===== config.mk =====
export PLATFORM = sky130hd
export DESIGN_NAME = ecpri_tx
export DESIGN_NICKNAME = d
export VERILOG_FILES = /design/src/rtl/ecpri_tx.sv
export SDC_FILE = /design/constraint.sdc
export NUM_CORES = 1
export LEC_CHECK = 0
export ABC_AREA = 1
export BUFFER_PORTS_ARGS = -buffer_cell sky130_fd_sc_hd__clkbuf_2
export CORE_MARGIN = 10
export CORE_UTILIZATION = 55
export CTS_BUF_LIST = sky130_fd_sc_hd__clkbuf_4 sky130_fd_sc_hd__clkbuf_8 sky130_fd_sc_hd__clkbuf_16
export DETAILED_ROUTE_END_ITERATION = 12
export PLACE_DENSITY = 0.86
export SLEW_MARGIN = 30
export SYNTH_ARGS = -nofsm -noshare
export SYNTH_HDL_FRONTEND = slang
export SYNTH_SLANG_ARGS = --single-unit

===== constraint.sdc =====
create_clock -name clk -period 4.5 [get_ports clk]
set_clock_uncertainty 0.15 [all_clocks]
set_input_delay 0.225 -clock clk [delete_from_list [all_inputs] [get_ports clk]]
set_output_delay 0.225 -clock clk [all_outputs]
set_load 0.005 [all_outputs]

===== src/rtl/ecpri_tx.sv =====
// eCPRI RMA response transmitter: queues read/write response requests,
// builds the response frame and streams it byte-wise to the egress FIFO.
// Ports: clk, reset (async, active-high); request pulses + sideband
// (send_read_resp, send_write_resp, resp_payload_len, resp_addr, rma_id);
// payload memory (mem_addr, mem_oe, mem_rdata); byte stream (tx_data,
// tx_valid, tx_ready, tx_sop, tx_eop); status (busy, err_overrun).
// Optional: define ECPRI_TX_XOR_EN to append an XOR checksum byte.
module ecpri_tx #(
  parameter int DATA_WIDTH = 8,
  parameter int ADDR_WIDTH = 16,
  parameter logic [7:0] ECPRI_REV = 8'h10,
  parameter logic [7:0] MSG_TYPE = 8'h04
) (
  input  logic                  clk,
  input  logic                  reset,
  input  logic                  send_read_resp,
  input  logic                  send_write_resp,
  input  logic [7:0]            resp_payload_len,
  input  logic [ADDR_WIDTH-1:0] resp_addr,
  input  logic [7:0]            rma_id,
  output logic [ADDR_WIDTH-1:0] mem_addr,
  output logic                  mem_oe,
  input  logic [DATA_WIDTH-1:0] mem_rdata,
  output logic [DATA_WIDTH-1:0] tx_data,
  output logic                  tx_valid,
  input  logic                  tx_ready,
  output logic                  tx_sop,
  output logic                  tx_eop,
  output logic                  busy,
  output logic                  err_overrun
);

  typedef enum logic [2:0] {
    IDLE, HDR, RD_REQ, RD_WAIT, DATA, CSUM, DONE
  } state_t;

  state_t state, state_n;

`ifdef ECPRI_TX_XOR_EN
  localparam state_t FIN = CSUM;
  localparam logic XOR_EN = 1'b1;
`else
  localparam state_t FIN = DONE;
  localparam logic XOR_EN = 1'b0;
`endif

  logic                  rd_pend, wr_pend;
  logic [7:0]            rd_len, wr_len;
  logic [ADDR_WIDTH-1:0] rd_addr, wr_addr;
  logic [7:0]            rd_id, wr_id;

  logic                  cur_rd;
  logic [7:0]            cur_len;
  logic [ADDR_WIDTH-1:0] cur_addr;
  logic [7:0]            cur_id;
  logic [3:0]            cnt;
  logic [7:0]            k;
  logic [DATA_WIDTH-1:0] hold;

  logic        ld_rd, ld_wr, rd_take, wr_take;
  logic        xfer, last_hdr, last_data, n_zero;
  logic [7:0]  n_len;
  logic [15:0] psize;
  logic [15:0] addr16;
  logic [7:0]  hdr_byte;

  assign ld_rd = (state == IDLE) && rd_pend;
  assign ld_wr = (state == IDLE) && !rd_pend && wr_pend;
  // A slot being loaded this cycle is free for a new request.
  assign rd_take = send_read_resp && (!rd_pend || ld_rd);
  assign wr_take = send_write_resp && (!wr_pend || ld_wr);

  assign xfer      = tx_valid && tx_ready;
  assign n_len     = cur_rd ? cur_len : 8'd0;
  assign n_zero    = (n_len == 8'd0);
  assign last_hdr  = (cnt == 4'd8);
  assign last_data = ((k + 8'd1) == cur_len);
  assign psize     = {8'd0, n_len} + 16'd5;
  assign addr16    = 16'(cur_addr);
  assign busy      = (state != IDLE) || rd_pend || wr_pend;

  always_comb begin
    hdr_byte = cur_len;
    unique case (cnt)
      4'd0: hdr_byte = ECPRI_REV;
      4'd1: hdr_byte = MSG_TYPE;
      4'd2: hdr_byte = psize[15:8];
      4'd3: hdr_byte = psize[7:0];
      4'd4: hdr_byte = cur_id;
      4'd5: hdr_byte = cur_rd ? 8'h01 : 8'h11;
      4'd6: hdr_byte = addr16[15:8];
      4'd7: hdr_byte = addr16[7:0];
      default: hdr_byte = cur_len;
    endcase
  end

`ifdef ECPRI_TX_XOR_EN
  logic [DATA_WIDTH-1:0] csum;
  always_ff @(posedge clk or posedge reset) begin
    if (reset) begin
      csum <= '0;
    end else if (ld_rd || ld_wr) begin
      csum <= '0;
    end else if (xfer) begin
      csum <= csum ^ tx_data;
    end
  end
`endif

  always_comb begin
    state_n  = state;
    tx_valid = 1'b0;
    tx_data  = '0;
    tx_sop   = 1'b0;
    tx_eop   = 1'b0;
    mem_oe   = 1'b0;
    mem_addr = '0;
    unique case (state)
      IDLE: begin
        if (rd_pend || wr_pend) state_n = HDR;
      end
      HDR: begin
        tx_valid = 1'b1;
        tx_data  = DATA_WIDTH'(hdr_byte);
        tx_sop   = (cnt == 4'd0);
        tx_eop   = last_hdr && n_zero && !XOR_EN;
        if (xfer && last_hdr) state_n = n_zero ? FIN : RD_REQ;
      end
      RD_REQ: begin
        mem_oe   = 1'b1;
        mem_addr = cur_addr + ADDR_WIDTH'(k);
        state_n  = RD_WAIT;
      end
      RD_WAIT: state_n = DATA;
      DATA: begin
        tx_valid = 1'b1;
        tx_data  = hold;
        tx_eop   = last_data && !XOR_EN;
        if (xfer) state_n = last_data ? FIN : RD_REQ;
      end
      CSUM: begin
`ifdef ECPRI_TX_XOR_EN
        tx_valid = 1'b1;
        tx_data  = csum;
        tx_eop   = 1'b1;
        if (xfer) state_n = DONE;
`else
        state_n = DONE;
`endif
      end
      DONE: state_n = IDLE;
      default: state_n = IDLE;
    endcase
  end

  always_ff @(posedge clk or posedge reset) begin
    if (reset) state <= IDLE;
    else       state <= state_n;
  end

  always_ff @(posedge clk or posedge reset) begin
    if (reset) begin
      rd_pend     <= 1'b0;
      wr_pend     <= 1'b0;
      rd_len      <= '0;
      rd_addr     <= '0;
      rd_id       <= '0;
      wr_len      <= '0;
      wr_addr     <= '0;
      wr_id       <= '0;
      err_overrun <= 1'b0;
    end else begin
      rd_pend <= rd_take || (rd_pend && !ld_rd);
      wr_pend <= wr_take || (wr_pend && !ld_wr);
      if (rd_take) begin
        rd_len  <= resp_payload_len;
        rd_addr <= resp_addr;
        rd_id   <= rma_id;
      end
      if (wr_take) begin
        wr_len  <= resp_payload_len;
        wr_addr <= resp_addr;
        wr_id   <= rma_id;
      end
      if ((send_read_resp && !rd_take) ||
          (send_write_resp && !wr_take))
        err_overrun <= 1'b1;
    end
  end

  always_ff @(posedge clk or posedge reset) begin
    if (reset) begin
      cur_rd   <= 1'b0;
      cur_len  <= '0;
      cur_addr <= '0;
      cur_id   <= '0;
      cnt      <= '0;
      k        <= '0;
      hold     <= '0;
    end else begin
      if (ld_rd) begin
        cur_rd   <= 1'b1;
        cur_len  <= rd_len;
        cur_addr <= rd_addr;
        cur_id   <= rd_id;
      end else if (ld_wr) begin
        cur_rd   <= 1'b0;
        cur_len  <= wr_len;
        cur_addr <= wr_addr;
        cur_id   <= wr_id;
      end
      if (ld_rd || ld_wr)            cnt <= '0;
      else if (state == HDR && xfer) cnt <= cnt + 4'd1;
      if (ld_rd || ld_wr)             k <= '0;
      else if (state == DATA && xfer) k <= k + 8'd1;
      if (state == RD_WAIT) hold <= mem_rdata;
    end
  end

endmodule


==> results of run 1 <==
[worst min path at each step]
stage | start | end | depth (start not counted)
after floorplan | send_read_resp | rd_pend | 2
after global placement | reset | k[5] | 2
after detailed placement | reset | k[5] | 2
after CTS | tx_ready | k[1] | 3
after global routing | tx_ready | k[1] | 3
final | tx_ready | k[1] | 3
[metal layers]
metal,vias to the layer above,track usage,wire length [µm]
met1,2867,0.2699,7625
met3,44,0.05477,909
met5,-,0,0
met4,0,0.08201,437
li1,2988,-,-
met2,216,0.3457,8404
[layout by cell type (no fill, tap or decap), drive strengths merged, types with 5 or more instances in the layout]
cell           n
dfrtp        123
mux2           5
a21oi         61
o21ai        149
o22ai         14
inv          144
nor2          41
nand2        191
nand4          7
dlygate4sd3   43
ha            15
clkinv         7
nand3         42
clkbuf        94
nor3           6
[registers in the layout, indices dropped and copies added, names as in the netlist]
register,flops
addr16,16
cnt,4
cur_id,8
cur_len,8
cur_rd,1
err_overrun,1
hold,8
k,8
rd_addr,16
rd_id,8
rd_len,8
rd_pend,1
state,3
wr_addr,16
wr_id,8
wr_len,8
wr_pend,1
[metrics by stage]
stage	hold slack, ps	util	power [W]	setup WS (ps)
after detailed placement	57.67	0.5890	0.003736	2108
after CTS	15.66	0.6737	0.005156	1622
after global placement	61.81	0.5890	0.003657	2221
final	34.82	0.6742	0.005183	1595
after floorplan	186.4	-	0.003269	854.1
after global routing	30.18	0.6742	0.005563	1404
[critical path: cells and delay by family (launching register included)]
family                     cells  cell delay, ps
AOI/OAI and AO/OA              3             470
adders and majority gates      2             650
buffers and inverters          2             240
DFF                            1             410
and+or+nand+nor                5             330
[cell families after synthesis]
group | share of synthesized area
compound gates | 0.1876
xor+xnor | 0.01000
fa+ha+maj | 0.03133
buf+inv | 0.1130
flops | 0.4642
mux | 0.008492
simple gates | 0.1853
[cells in the mapped netlist, drive strengths merged]
library cell,instances
xnor3,1
xnor2,1
o22ai,14
or2,2
a31oi,2
a22oi,1
nor3,6
buf,23
fa,1
ha,15
xor2,4
a21oi,61
a211oi,1
a21o,1
a211o,1
dfrtp,123
o211ai,4
nand3,42
o21a,2
mux2,5
clkbuf,8
o2111ai,1
nand2,191
nand4,7
o21ai,149
nor2,41
inv,144
[area by class of cell]
class / count / area share
Timing Repair Buffer: 121 / 0.1035
Clock buffer: 20 / 0.05656
Multi-Input combinational cell: 553 / 0.3506
Sequential cell: 123 / 0.3833
Clock inverter: 10 / 0.01558
Inverter: 144 / 0.06762
Tap cell: 147 / 0.02290
[power by group]
part | internal (W) | switching, W
Clock | 0.000882 | 0.000472
Combinational | 0.000658 | 0.00127
Sequential | 0.00158 | 0.000325
Total | 0.00312 | 0.00207
==> results.md, run 1 <==
- Static Leak: between 4 and 5 nW
- Setup TNS: 0 ps
- Clock-pin slew on the worst setup and hold paths: roughly 60 ps
- CP cell instances: ha_1, fa_1, a21oi_1, o21ai_1, nand2_1, nand2_1, inv_1, nor2_1, nand3_1, nand2_1, a21oi_1, clkbuf_2
- Initial Utilization: 0.5566
- Core ar.: ~12000 µm²
- Die Wd: roughly 130 µm
- Drt total wl: between 15000 and 20000 µm
- Final HPWL DP: 11530 µm
- Status: completed
- Global-route wire length before repair: between 20000 and 30000 µm
- Max_cap viols: 0
- Largest net degree at the start of global routing: 66
- Worst setup path class: reg2out
- Min-Delay Path Class: in2reg
- Initial antenna violation count: 0
- Avg Cell Area, Syn: 7.791 µm²
- Number of vias per cell: 5.470
- RSZ-0062 raised after global routing: false
- Ant diodes: 0
- Synth cell types: 42
- Pins Over Slew Limit: 0
- Vias in the first global route: just under 6000
- Worst Setup SP: k[0]
- H-tree levels: 4
- Global Route Usage Sum: 0.2137
- I/O pins: 75
- Top cell type's share of synthesized area: 0.4642
- Post-DR wirelength/cell: around 16 µm
- Grt ovf: 0
- Reg2reg end: addr16[2]
- Drt drc: 0
- Post-CTS Hold Buffers: 43
- FF-to-FF setup slack: approximately 2200 ps
- CTS max path bufs: 2
- Register area: roughly 3100 µm²
- Setup repair bufs after CTS: 0
- Finished Layout Cells: approximately 1100
- Synth Instances: 851
- VDD IR-drop max: between 0.0002 and 0.0003 V
- Critical Path End Type: primary output
- Largest cells by area after synthesis: dfrtp_1 46%, nand2_1 11%, o21ai_0 8.2%
- Nets: slightly above 1000
- CP arrival: roughly 2500 ps
- Vias post-DR: ~6000
- Area of the multi-input gates: between 2000 and 3000 µm²
- Post-CTS sizing: 0
- Leading area contributor after synthesis: dfrtp_1
- Clock sink count: 123
- Fin. Hold Viols: 0
- Post-DP Area: 7015 µm²
- Post-layout min period: 2905 ps
- Rel. slew slack: 0.5053
- CP peak stage delay: slightly above 400 ps
- Worst-skew pair later-pin latency: 420 ps
- Tcrit/Tclk final: 0.6456
- 1st-pass router iterations: 5
- R2R Path Start: state[1]
- Die height: roughly 130 µm
- Startpoint types: register
- Ys Warns: 0
- Row count: 40
- CP Max Fanout: 4
- Port buffer count: 74
- Detail Route Antenna Nets: 0
- TritonCTS clock tree: built
- Placed instance count: roughly 1000
- Area grow syn2layout: 21.12%
- PwrDens: around 650 nW/µm²
- Design Area, Final: 8030 µm²
- Sequential area share after synthesis: 0.4642
- RePlAce Congestion: just over 0.9
- Fmax: approximately 340 MHz
- First DRT Iteration DRCs: ~640
- #FFs+latches synth: around 120
- Worst r2r path cells: 6
- Clock Tree Root: clkbuf_16
- Synthesized Nets: about 900
- Mapped cell area: 6630 µm²
- Critical Path End: mem_addr[14]
- Die ar.: ~17000 µm²
- Inserted Clock Buffers: 17
- Setup violators final: 0
- Most Frequent Cell on Critical Path: nand2_1
- Worst Tran Pin Value: 739.3 ps
- Fillers: 969
- Share of post-route cells with drive strength above 1: 0.1411
- CP max stage cell: dfrtp_1
- Worst Path Required: 4120 ps
Note: power is estimated with default switching activity, not from simulation.
==> run 2, diff against run 1 <==
==> constraint.sdc (replaced) <==
create_clock -name clk -period 2.83 [get_ports clk]
set_clock_uncertainty 0.15 [all_clocks]
set_input_delay 0.1415 -clock clk [delete_from_list [all_inputs] [get_ports clk]]
set_output_delay 0.1415 -clock clk [all_outputs]
set_load 0.005 [all_outputs]
==> run 2 against run 1 <==
Die area unchanged. Critical path depth grew 1. First-iteration DRC count rose by 1.9%. Via count grew 1.4%. Sequential cell count did not move. Combinational power grew 64%. Sequential share of layout area shrank 0.36 points. Total power is 62% higher. Sequential power grew 59%. Wire length increased by 3.2%. Register-to-register slack worse by 1700 ps. Largest cell class unchanged. Utilization rose by 0.64 points. Highest routed layer unchanged.
==> results.md, run 2 (synthesis gave the netlist of run 1 again) <==
- H-tree levels: 4 (unchanged)
- CTS max path bufs: 2 (unchanged)
- Post-DR wirelength/cell: 15.96 µm (+2.7%)
- First DRT Iteration DRCs: 648 (+1.9%)
- Tcrit/Tclk final: 0.9331
- Drt total wl: 17930 µm (+3.2%)
- PwrDens: 1034 nW/µm² (+60%)
- Worst Tran Pin Value: 819.8 ps (+80.50 ps)
- Critical Path End Type: primary output
- Design Area, Final: 8107 µm² (+0.95%)
- Startpoint types: register
- Post-DP Area: 7049 µm² (+0.48%)
- Final Util: 0.6806 (+0.006407)
- Commonest non-fill, non-tap cells in the layout: 186 x nand2_1, 136 x inv_1, 123 x dfrtp_1
- RePlAce Congestion: 0.8959 (-3.3%)
- Crit path buf inv count: 2 (unchanged)
- Nets: 1024 (+0.29%)
- CP cell instances: nand2_1, inv_1, ha_1, nor2_1, nor2_1, nand2_1, nor2_1, nand2_1, nand3_1, nand3_1, o211ai_1, nand2_1, clkbuf_2
- Vias post-DR: 6202 (+1.4%)
- Worst Path Required: 2540 ps (-1580 ps)
- Max_cap viols: 0 (unchanged)
- Vias in the first global route: 6056 (+2.3%)
- Fmax: between 300 and 400 MHz
- Port buffer count: 74 (unchanged)
- Stages on worst setup path: 13 (+1)
- Most common cell after layout, fill and taps aside: nand2_1
- 1st-pass router iterations: 5 (unchanged)
- Rel. slew slack: 0.4514 (-0.05387)
- Die height: 129.8 µm (unchanged)
- Setup violators final: 0 (unchanged)
- Worst-skew pair later-pin latency: 420 ps (about the same)
- RSZ-0062 raised after global routing: false
- Drt drc: 0 (unchanged)
- Static Leak: 4.116 nW (+0.20%)
- Status: completed
- Fin. Hold Viols: 0 (unchanged)
- Clock Tree Root: clkbuf_16
- Global Route Usage Sum: 0.2195 (+0.005849)
- TritonCTS clock tree: built
- Initial antenna violation count: 0 (unchanged)
- CP peak stage delay: 560 ps (+150 ps)
- Delay-heaviest family, CP: simple AND/OR/NAND/NOR gates
- FF-to-FF setup slack: 520 ps (-1720 ps)
- Worst r2r path cells: 5 (-1)
- Number of vias per cell: 5.523 (+0.97%)
- Share of post-route cells with drive strength above 1: 0.1465 (+0.005425)
- R2R Path Start: rd_pend
- Worst setup path class: reg2out
- Initial Utilization: 0.5566 (unchanged)
- CP arrival: 2350 ps (-180 ps)
- Core ar.: 11910 µm² (unchanged)
- Clock-pin slew on the worst setup and hold paths: 50 ps (about the same)
- Setup TNS: 0 ps (unchanged)
- Reg2reg end: k[0]
- Most Frequent Cell on Critical Path: nand2_1
- Global-route wire length before repair: 29650 µm (+2.9%)
- Row count: 40 (unchanged)
- Min-Delay Path Class: in2async
- Detail Route Antenna Nets: 0 (unchanged)
- Die Wd: 129.8 µm (unchanged)
- Final Power: 0.008379 W (+62%)
- CP max stage cell: dfrtp_1
- CP Max Fanout: 11 (+7)
- Final HPWL DP: 11610 µm (+0.75%)
- Die ar.: 16850 µm² (unchanged)
- Clock sink count: 123 (unchanged)
- Area grow syn2layout: 22.27%
- Grt ovf: 0 (unchanged)
- Largest net degree at the start of global routing: 124 (+88%)
- I/O pins: 75 (unchanged)
- Pins Over Slew Limit: 0 (unchanged)
- Post-layout min period: ~2600 ps
- VDD IR-drop max: 0.0005814 V (+100%)
- Ant diodes: 0 (unchanged)
- Inserted Clock Buffers: 17 (unchanged)
==> run 2: stage by stage <==
stage	setup WS, ps	cells	hold slack, ps
final	189.3	1123	268.1
after global routing	6.612	1123	343.3
after CTS	120.6	1122	331.4
after detailed placement	572.3	1046	233.1
after global placement	625.9	1046	222.2
after floorplan	829.0	851	102.9
==> run 2: worst max-delay path by stage <==
stage                              end  startpoint  slack (ps)
after global routing        tx_data[6]      cur_rd           7
final                       tx_data[6]      cur_rd         190
after detailed placement  mem_addr[14]        k[0]         570
after global placement    mem_addr[14]        k[0]         630
after floorplan           mem_addr[14]        k[0]         830
after CTS                 mem_addr[14]        k[0]         120
==> run 2: layout make-up <==
class                   instances  area [µm²]
fillers                       933        3805
flip-flops and latches        123        3078
multi-input cells             553        2816
repair buffers                124       880.8
inverters                     144       544.3
clock buffers                  23       489.2
well taps                     147       183.9
clock inverters                 9       113.9
==> run 2: power breakdown <==
group          internal [W]  switching, W  leakage (nW)  total, W
combinational       0.00109       0.00208          2.28   0.00317
clock               0.00140      0.000778         0.290   0.00217
sequential          0.00251      0.000527          1.55   0.00303
==> run 2: repair_timing <==
action,in CTS,in global routing
buffers inserted,0,1
endpoints found under the hold margin,200,0
hold buffers,44,0
gates resized for setup,0,2
setup endpoints to repair,0,4
==> run 2: metal layers <==
layer	wire, µm	vias up	track usage
met4	474	0	0.07804
li1	-	2989	-
met5	0	-	0
met1	7509	2949	0.2742
met3	1034	38	0.04787
met2	8910	226	0.3677
==> run 2: worst reg2reg max path, stage by stage (launching register included) <==
cell     delay (ps)
dfrtp_1         430
o21ai_4         680
buf_4           410
nand2_1         270
nand3_1         150
o21ai_1          90
